--- src/rtl/defines.v ---
// Shared constants for the pipeline controller: stall bus layout, stop and
// flush levels, reset PC, instruction address bus and FSM state encodings.
`ifndef PIPE_CTRL_DEFINES_V
`define PIPE_CTRL_DEFINES_V

`define STALL_BUS      5:0
`define STOP           1'b1
`define NOSTOP         1'b0
`define FLUSH          1'b1
`define NOFLUSH        1'b0
`define PC_INIT        32'hBFC00000
`define INST_ADDR_BUS  31:0

`define ST_RUN         2'b00
`define ST_PEND        2'b01
`define ST_FLUSH       2'b10

`endif

--- src/rtl/pipe_ctrl_pkg.sv ---
// Types and helpers for pipe_ctrl: FSM state type built on the shared
// encodings, stall patterns per request source, and the stall priority encoder.
`include "defines.v"

package pipe_ctrl_pkg;

   typedef enum logic [1:0] {
      S_RUN   = `ST_RUN,
      S_PEND  = `ST_PEND,
      S_FLUSH = `ST_FLUSH
   } state_t;

   // Each pattern holds the requesting stage and every stage upstream of it.
   localparam logic [`STALL_BUS] STALL_NONE = 6'b000000;
   localparam logic [`STALL_BUS] STALL_IF   = 6'b000011;
   localparam logic [`STALL_BUS] STALL_ID   = 6'b000111;
   localparam logic [`STALL_BUS] STALL_EXE  = 6'b001111;
   localparam logic [`STALL_BUS] STALL_MEM  = 6'b011111;
   // An exception freezes everything up to MEM while the redirect is prepared.
   localparam logic [`STALL_BUS] STALL_EXC  = STALL_MEM;

   // Highest-priority request wins: the deepest stage stalls the most.
   function automatic logic [`STALL_BUS] stall_from_req(
      input logic req_if,
      input logic req_id,
      input logic req_exe,
      input logic req_mem
   );
      logic [`STALL_BUS] v_stall;
      v_stall = STALL_NONE;
      if (req_mem)
         v_stall = STALL_MEM;
      else if (req_exe)
         v_stall = STALL_EXE;
      else if (req_id)
         v_stall = STALL_ID;
      else if (req_if)
         v_stall = STALL_IF;
      return v_stall;
   endfunction

endpackage

--- src/rtl/pipe_perf_cnt.sv ---
// Performance counters for pipe_ctrl: cycles with the PC held and number of
// flush cycles. Both counters wrap silently. Only instantiated when
// PIPE_PERF_CNT_EN is defined.
module pipe_perf_cnt (
   input  logic        cpu_clk_50M,
   input  logic        cpu_rst_n,
   input  logic        stall_pc,
   input  logic        flush,
   output logic [31:0] stall_cycles,
   output logic [15:0] flush_count
);

   logic [31:0] r_stall_cycles;
   logic [15:0] r_flush_count;

   // Count PC-stall cycles and flush cycles, cleared by reset.
   always_ff @(posedge cpu_clk_50M) begin
      if (!cpu_rst_n) begin
         r_stall_cycles <= '0;
         r_flush_count  <= '0;
      end else begin
         if (stall_pc)
            r_stall_cycles <= r_stall_cycles + 32'd1;
         if (flush)
            r_flush_count <= r_flush_count + 16'd1;
      end
   end

   assign stall_cycles = r_stall_cycles;
   assign flush_count  = r_flush_count;

endmodule

--- src/rtl/pipe_ctrl.sv ---
// Pipeline controller: builds the per-stage stall vector from the stage
// requests and sequences exception/eret flushes (RUN -> [PEND] -> FLUSH -> RUN).
// A flush is deferred while an instruction or data bus transaction is in
// flight so that bus transactions are never aborted; the first exception wins.
// Optional build macro: PIPE_PERF_CNT_EN adds stall_cycles / flush_count.
`include "defines.v"

module pipe_ctrl
   import pipe_ctrl_pkg::*;
(
   input  logic                  cpu_clk_50M,
   input  logic                  cpu_rst_n,
   input  logic                  stallreq_if,
   input  logic                  stallreq_id,
   input  logic                  stallreq_exe,
   input  logic                  stallreq_mem,
   input  logic                  exc_valid,
   input  logic [`INST_ADDR_BUS] exc_target,
   output logic [`STALL_BUS]     stall,
   output logic                  flush,
   output logic [`INST_ADDR_BUS] flush_pc
`ifdef PIPE_PERF_CNT_EN
   ,
   output logic [31:0]           stall_cycles,
   output logic [15:0]           flush_count
`endif
);

   state_t                r_state;
   logic                  r_flush;
   logic [`INST_ADDR_BUS] r_flush_pc;
   logic [`INST_ADDR_BUS] r_target;

   logic                  w_bus_busy;
   logic [`STALL_BUS]     w_stall;

   // Either bus still has a transaction outstanding; flushing now would drop it.
   assign w_bus_busy = stallreq_if | stallreq_mem;

   // Stall vector: request priority in RUN, full freeze while an exception is
   // being taken or waits for the buses, released during the flush cycle.
   always_comb begin
      // NOTE: default assignment first so every path drives w_stall and no latch is inferred.
      w_stall = STALL_NONE;
      if (cpu_rst_n) begin
         case (r_state)
            S_RUN:   w_stall = exc_valid ? STALL_EXC
                                         : stall_from_req(stallreq_if, stallreq_id,
                                                          stallreq_exe, stallreq_mem);
            S_PEND:  w_stall = STALL_EXC;
            S_FLUSH: w_stall = STALL_NONE;
            default: w_stall = STALL_NONE;
         endcase
      end
   end

   // Exception FSM with registered flush and flush_pc outputs.
   always_ff @(posedge cpu_clk_50M) begin
      // NOTE: non-blocking assignments keep every register update on the same edge, race-free.
      if (!cpu_rst_n) begin
         r_state    <= S_RUN;
         r_flush    <= `NOFLUSH;
         r_flush_pc <= `PC_INIT;
         r_target   <= `PC_INIT;
      end else begin
         r_flush <= `NOFLUSH;
         case (r_state)
            S_RUN: begin
               if (exc_valid) begin
                  r_target <= exc_target;
                  if (w_bus_busy) begin
                     r_state <= S_PEND;
                  end else begin
                     r_state    <= S_FLUSH;
                     r_flush    <= `FLUSH;
                     r_flush_pc <= exc_target;
                  end
               end
            end
            S_PEND: begin
               // Later exceptions are ignored here: the latched target stands.
               if (!w_bus_busy) begin
                  r_state    <= S_FLUSH;
                  r_flush    <= `FLUSH;
                  r_flush_pc <= r_target;
               end
            end
            S_FLUSH: begin
               // Exactly one flush cycle; any exception seen now is dropped.
               r_state <= S_RUN;
            end
            default: begin
               r_state <= S_RUN;
            end
         endcase
      end
   end

   assign stall    = w_stall;
   assign flush    = r_flush;
   assign flush_pc = r_flush_pc;

`ifdef PIPE_PERF_CNT_EN
   pipe_perf_cnt u_perf_cnt (
      .cpu_clk_50M  (cpu_clk_50M),
      .cpu_rst_n    (cpu_rst_n),
      .stall_pc     (w_stall[0]),
      .flush        (r_flush),
      .stall_cycles (stall_cycles),
      .flush_count  (flush_count)
   );
`endif

endmodule

--- config.mk ---
export PLATFORM = sky130hd
export DESIGN_NAME = pipe_ctrl
export DESIGN_NICKNAME = d
export VERILOG_FILES = /design/src/rtl/pipe_ctrl_pkg.sv /design/src/rtl/pipe_perf_cnt.sv /design/src/rtl/pipe_ctrl.sv
export VERILOG_INCLUDE_DIRS = /design/src /design/src/rtl
export SDC_FILE = /design/constraint.sdc
export NUM_CORES = 1
export LEC_CHECK = 0
export CAP_MARGIN = 0
export CELL_PAD_IN_SITES_DETAIL_PLACEMENT = 2
export CELL_PAD_IN_SITES_GLOBAL_PLACEMENT = 2
export CORE_MARGIN = 1
export CORE_UTILIZATION = 25
export CTS_CLUSTER_SIZE = 10
export DETAILED_ROUTE_END_ITERATION = 7
export PLACE_DENSITY = 0.77
export RECOVER_POWER = 50
export SYNTH_ARGS = -nofsm -noshare
export SYNTH_HDL_FRONTEND = slang
export SYNTH_SLANG_ARGS = --single-unit
--- constraint.sdc ---
create_clock -name cpu_clk_50M -period 1.9 [get_ports cpu_clk_50M]
set_clock_uncertainty 0.05 [all_clocks]
set_input_delay 0.38 -clock cpu_clk_50M [delete_from_list [all_inputs] [get_ports cpu_clk_50M]]
set_output_delay 0.38 -clock cpu_clk_50M [all_outputs]
set_load 0.01 [all_outputs]
* Yosys cells after proc, flatten, opt, wreduce, memory -nomap -nowiden
Index checks and enable logic that the tools add are counted.
Word-level totals: word-level logic and storage cells 32, flip-flop bits (word level) 67, input port bits 39, latch bits 0, output and inout bits 39, bits in read-only memories 0, RAM bits 0, memories 0
Cells by class: eq/ne operators 4, $mul 0, div/mod/pow operators 0, order comparisons 0, reductions and logical operators 5, muxes and demuxes 18, add/sub/neg operators 0, bitwise operators 1, shifts and indexed selects 0
Operators with widths (count):
- 32-bit 2-to-1 mux | 3
- 32-bit one-hot mux with 2 select lines | 1
- 6-bit 2-to-1 mux | 2
- 6-bit one-hot mux with 2 select lines | 1
- 2-bit 2-to-1 mux | 4
- 2-bit inequality test, second input constant | 3
- 5-bit 2-to-1 mux | 1
- 4-bit 2-to-1 mux | 1
- 2-bit one-hot mux with 2 select lines | 1
- 2-bit AND reduction | 2
- 4-bit AND reduction | 1
- 3-bit 2-to-1 mux | 1
- 2-bit by 1-bit equality test with 1-bit output, second input constant | 1
- 2-bit zero test | 1
- 1-bit 2-to-1 mux | 2
- 1-bit one-hot mux with 2 select lines | 1
- 2-bit nonzero test | 1
- 1-bit bitwise OR | 1

* Longest topological paths before layout
depth after elaboration 7, depth in mapped cells 5, gate-level depth less buffers 4

* Worst setup path after synthesis
Ideal clock, no wire load.
kind input to output, from input port exc_valid, to output port stall[1], stages 4, data arrival time 1281 ps, buffers on the path 2, required time 1470 ps, slack 189 ps, cells stage by stage nor2_1 buf_2 a31oi_1 buf_4
Between the ends: word-level cells in the longest chain between the ends 3
RTL lines:
- start, declared | line pipe_ctrl.sv:17 | input logic exc_valid,
- 6-bit 2-to-1 mux | line pipe_ctrl.sv:47 | S_RUN: w_stall = exc_valid ? STALL_EXC
- 6-bit one-hot mux with 2 select lines | line pipe_ctrl.sv:46 | case (r_state)
- 6-bit 2-to-1 mux | line pipe_ctrl.sv:45 | if (cpu_rst_n) begin
- end, declared | line pipe_ctrl.sv:19 | output logic [`STALL_BUS] stall,
No other way between the ends.

* Worst setup path in the final report
from input port exc_valid, to output port stall[2]
Same word-level chain as after synthesis.

==> reports/summary.txt <==
GRT
--------------------------------------------------------------------------------------
Initial antenna violation count                                                      0
Tot GR Track Use                                                                16.45%
Wire length of the first global-routing pass                                  14.66 mm
Via count of the first global-routing pass                                       2,860
Pin count of the biggest net entering global routing                                66
Overflow after GRT                                                                   0

ROUTE
--------------------------------------------------------------------------------------
Initial DRC Count                                                                   78
Drt drc                                                                              0
Pre-antenna DRT Iters                                                                4
Drt wl/cell                                                                   16.90 um
Detail Route Antenna Nets                                                            0
Via density per instance                                                         4.829
Total routed wirelength                                                       9.091 mm
Total via count in the routed design                                             2,598

SYNTHESIS
--------------------------------------------------------------------------------------
Number of enable flip-flop cells after synthesis                                     0
Post-Synthesis Cells                                                               317
Post-Syn Area                                                                2893 um^2
Post-synthesis sequential area ratio                                            46.37%
Post-synthesis cell type count                                                      28
Warning count from the yosys run                                                     0
Mean area per synthesized cell                                              9.125 um^2
Syn nets                                                                           356
Primary flip-flop cell chosen by synthesis mapping                        sky130_fd_sc_hd__dfxtp_1
Fraction of registers with async set or reset after synthesis                       0%
Flops & latches, synth                                                              67

STA
--------------------------------------------------------------------------------------
Final clock period utilization by the worst path                                96.75%
Final worst setup slack                                                       61.80 ps
Final hold violations                                                                0
Final Hold Slack                                                              407.8 ps
Total negative slack                                                              0 ps
Max-slew violations                                                                  0
Transition time of the tightest slew-check pin                                707.8 ps
Worst slew margin                                                               52.81%
Unrepaired setup endpoints after global routing                                  false
Setup violators final                                                                0
Maximum clock frequency                                                      544.0 MHz
Final critical delay including setup and external delays                       1838 ps

FINISH
--------------------------------------------------------------------------------------
Net count, final                                                                   432
Area of all sequential standard cells                                        1341 um^2
Filler Cell Count                                                                1,235
Final Util                                                                      37.50%
Layout Cells excl Fill                                                             538
Share of cells above drive strength 1                                           14.82%
Diode count                                                                          0
Most common library cell in the layout ignoring fill and taps             sky130_fd_sc_hd__dfxtp_1
Post-synthesis to final-layout area growth                                      43.60%
Top library cells by usage in the layout, fill and taps aside             sky130_fd_sc_hd__dfxtp_1, sky130_fd_sc_hd__nand2_1, sky130_fd_sc_hd__clkdlybuf4s50_1
Area of the multi-input gates                                                1416 um^2

DIE
--------------------------------------------------------------------------------------
Die Span Y                                                                    109.6 um
Core Box Area                                                              11,080 um^2
Die area                                                                   12,010 um^2
Top Ports                                                                           78
Overall die width                                                             109.6 um
Number of core rows                                                                 38
Initial Util                                                                    26.11%

CLOCK TREE
--------------------------------------------------------------------------------------
Hold Buf Count CTS                                                                   0
Clock slew at the register clock pins of the worst setup and hold paths          60 ps
Total CTS buffers                                                                    9
Clock Latency Late Sink                                                         330 ps
Maximum buffer depth of the clock tree                                               2
TritonCTS clock tree                                                               yes
Clock Sink Count                                                                    67
CTS H-tree depth                                                                     3
CTS Root Cell                                                             sky130_fd_sc_hd__clkbuf_16

PLACEMENT
--------------------------------------------------------------------------------------
Routability cong.                                                               0.7025
Cell count after placement                                                         521
Quantity of I/O buffers inserted on ports                                           76
Detailed placer's ending HPWL                                                 5.841 mm
Worst setup slack before clock tree synthesis                                -413.1 ps

SETUP PATH
--------------------------------------------------------------------------------------
CP Class                                                                     in -> out
Worst EP arrival                                                               1410 ps
Highest fanout seen on the critical path                                             3
Kind of end point of the critical path                                    primary output
WP data required                                                               1470 ps
Launching element type of the critical path                                 input port

RUN STATUS
--------------------------------------------------------------------------------------
Result of the run                                                         complete, no violations

PWR
--------------------------------------------------------------------------------------
Total power per unit cell area                                            894.9 nW/um^2
Lkg Pwr                                                                    0.001728 uW
Highest ir drop seen on vdd                                                  0.3279 mV

JOB
--------------------------------------------------------------------------------------
Max Cap Viol                                                                         0

HOLD PATH
--------------------------------------------------------------------------------------
Worst min path class                                                        reg -> reg

[cell families after synthesis]
family | share of synthesized area (%)
and+or+nand+nor | 14.92
AOI/OAI and AO/OA | 21.84
DFF | 46.37
muxes | 11.07
buffers and inverters | 5.665
other | 0.1296
[worst max-delay path, stage by stage]
cell and delay (ps):
sky130_fd_sc_hd__clkdlybuf4s50_1 420, sky130_fd_sc_hd__or2_4 280, sky130_fd_sc_hd__nor2_4 100, sky130_fd_sc_hd__a21oi_1 70, sky130_fd_sc_hd__buf_2 150
[stage by stage]
step | power (uW) | instance area [um^2]
after floorplan | 1828 | 2893
after global placement | 2090 | 3861
after detailed placement | 2113 | 3861
after CTS | 3792 | 4161
after global routing | 3904 | 4154
final | 3717 | 4154
[routing by layer]
layer	vias up	global-route usage [%]	share of wire [%]
met4	0	4.857	1.4
met5	-	0	0
met2	50	30.59	53
met1	1292	17.67	41
met3	12	5.216	4.4
li1	1244	-	-
[registers in the layout (all words and copies together), names as in the netlist]
| name | cells |
|---|---|
| flush_pc | 32 |
| r_state | 2 |
| r_target | 32 |
| flush | 1 |
[cells in the mapped netlist, drive strengths merged, types with 2 or more instances]
master  count  area [um^2]
dfxtp      67         1341
nand2      58        217.7
mux2i      32        320.3
o21ai      26        130.1
a21boi     23        172.7
o211ai     23        227.7
a21oi      19        95.09
buf        19        122.6
nor2       12        45.04
nand2b     11        68.82
clkbuf      9        33.78
nand3       7        40.04
nor3        3        26.28
inv         2        7.500
[power breakdown]
group	leakage, uW	switching, uW	internal (uW)
Sequential	0.000549	41.9	1480
Combinational	0.00104	278	264
Clock	0.000141	641	1010
Total	0.00173	961	2760
[cell type report]
type | count | area share (%)
multi-input combinational | 220 | 34.10
sequential | 67 | 32.29
timing repair buffer | 93 | 22.14
clock buffer | 9 | 5.422
tap | 140 | 4.217
clock inverter | 7 | 1.657
inverter | 2 | 0.1807
[path summary, 6_finish.rpt]
path / from / to / slack, ps / cells after the start
worst min register to register: r_target[12]$_SDFFE_PN0P_ / r_target[12]$_SDFFE_PN0P_ / 410 / 2
worst max register to register: r_state[0]$_SDFFE_PN0P_ / flush_pc[24]$_SDFFE_PN1P_ / 300 / 6
worst min-delay path: r_target[12]$_SDFFE_PN0P_ / r_target[12]$_SDFFE_PN0P_ / 410 / 2
worst max-delay path: exc_valid / stall[2] / 60 / 5
[repair_timing]
action	4_1_cts	5_1_grt
setup endpoints to repair	5	2
pin swaps	1	0
resized for setup	20	4
buffers inserted	1	0
(Power assumes the default switching activity.)
==> patch, RTL diff (config.mk and constraints unchanged) <==
The option `PIPE_PERF_CNT_EN` is turned on by a define.
--- a/src/rtl/pipe_ctrl.sv
+++ b/src/rtl/pipe_ctrl.sv
@@ -5,2 +5,4 @@
 // Optional build macro: PIPE_PERF_CNT_EN adds stall_cycles / flush_count.
+`define PIPE_PERF_CNT_EN
+
 `include "defines.v"
Check against the original RTL (old outputs only; new: flush_count and stall_cycles): equivalent (equiv_simple and equiv_induct, registers matched by name and starting in step).
==> patch against the original RTL <==
  * Sequential cell count is 48 higher
  * Setup slack worse by 13 ps
  * Largest cell class unchanged
  * Non-clock buffer count is 65 higher
  * Wire length is 87% higher
  * Area after synthesis is 74% higher
  * Largest power group unchanged
  * Sequential share of layout area is 0.91 points lower
  * Final area is 79% higher
  * Highest routed layer unchanged
  * Total power is 76% higher
==> patch: results <==
set metrics [dict create \
    worstPathMaxFanout 5 \
    total_number_of_vias 4543 \
    drt-wirelength-per-cell_um 17.6 \
    first_drt_iteration_drcs 131 \
    final_nets 729 \
    critical-path-slowest-cell "clkdlybuf4s50_1" \
    cts_hold_buffers 0 \
    share_of_synthesized_cell_area_in_full_adder_half_adder_and_majority_cells_pct 0.498 \
    insertion_delay_ps 420 \
    place.gp.congestion 0.775 \
    cts.htree.levels 4 \
    synth.distinct_cells 41 \
    area.sequential_um2 2340 \
    dpl_cell_area_um2 6800 \
    cpPeakStageDelay_ps 580 \
    share_of_synthesized_area_occupied_by_flip_flops_and_latches_pct 45.8 \
    wl_met3_um 797 \
    tritoncts.num_buffers 17 \
    share_seq_of_total_power_pct 39.3 \
    dp_worst_setup_slack_ps -602 \
    cts_resized 31 \
    route.detailed.vias_per_inst 4.71 \
    drive_above_1_share_pct 14.4 \
    worst_setup_hold_path_clk_slew_ps 60 \
    global_route_wire_length_before_repair_um 27300 \
    synthesis.instances 546 \
    detailed_place_hpwl_um 11300 \
    synth.area.top_cells "dfxtp_1 (46%), nand2_1 (8.4%), mux2i_1 (7.0%), xnor2_1 (5.4%), and2_1 (5.0%)" \
    holdPathStages 4 \
    route.layer.met1.wl_um 7070 \
    muxShareOfSynthArea_pct 6.97 \
    post_synth_most_frequent_cells "dfxtp_1 (115), nand2_1 (113), and2_1 (40)" \
    first_global_vias 5094 \
    power_mw 6.54 \
    switching_share_pct 23.3 \
    status "finished, final reports clean" \
    holdCritPathClass "in2reg" \
    worst_slew_pin_slew_ps 1080 \
    antenna_cells 0 \
    worst_ir_drop_vdd_v 0.000582 \
    synth_compound_area_share_pct 11.8 \
    grt_start_max_net_pins 113 \
    synthesis.nets 587 \
    power.clock.total_mw 3.30 \
    dr_wl_met2_um 8850 \
    critical_path.top_delay_family "buffers and inverters" \
    placed_cells_incl_taps 934 \
    leakage_nw 3.28 \
    synth_xor_area_share_pct 7.14 \
    port-buffer-count 124 \
    fill_cells 2158 \
    post-synth-top-area-fraction_pct 45.8 \
    grt.total_usage_pct 17.3 \
]
==> patch: routing by layer <==
| metal | up-vias | GRT usage (%) |
|---|---|---|
| li1 | 2161 | - |
| met4 | 0 | 6.05 |
| met3 | 20 | 4.47 |
| met2 | 97 | 31.6 |
| met1 | 2265 | 19.1 |
| met5 | - | 0 |
==> patch: path summary, 6_finish.rpt <==
check                                                              start                                       end  slack (ps)
worst max-delay path            u_perf_cnt.stall_cycles[12]$_SDFFE_PN0P_                          stall_cycles[12]          50
worst min-delay path                                           cpu_rst_n                   r_state[0]$_SDFFE_PN0P_         380
worst max register to register   u_perf_cnt.stall_cycles[1]$_SDFFE_PN0P_  u_perf_cnt.stall_cycles[14]$_SDFFE_PN0P_          80
worst min register to register                 r_target[20]$_SDFFE_PN0P_                 r_target[20]$_SDFFE_PN0P_         420
==> patch: cell type report <==
class,instances,share of cell area [%]
sequential,115,31.4
inverter,4,0.202
multi-input combinational,392,35.4
tap,265,4.45
timing repair buffer,158,20.6
clock inverter,11,2.17
clock buffer,19,5.82
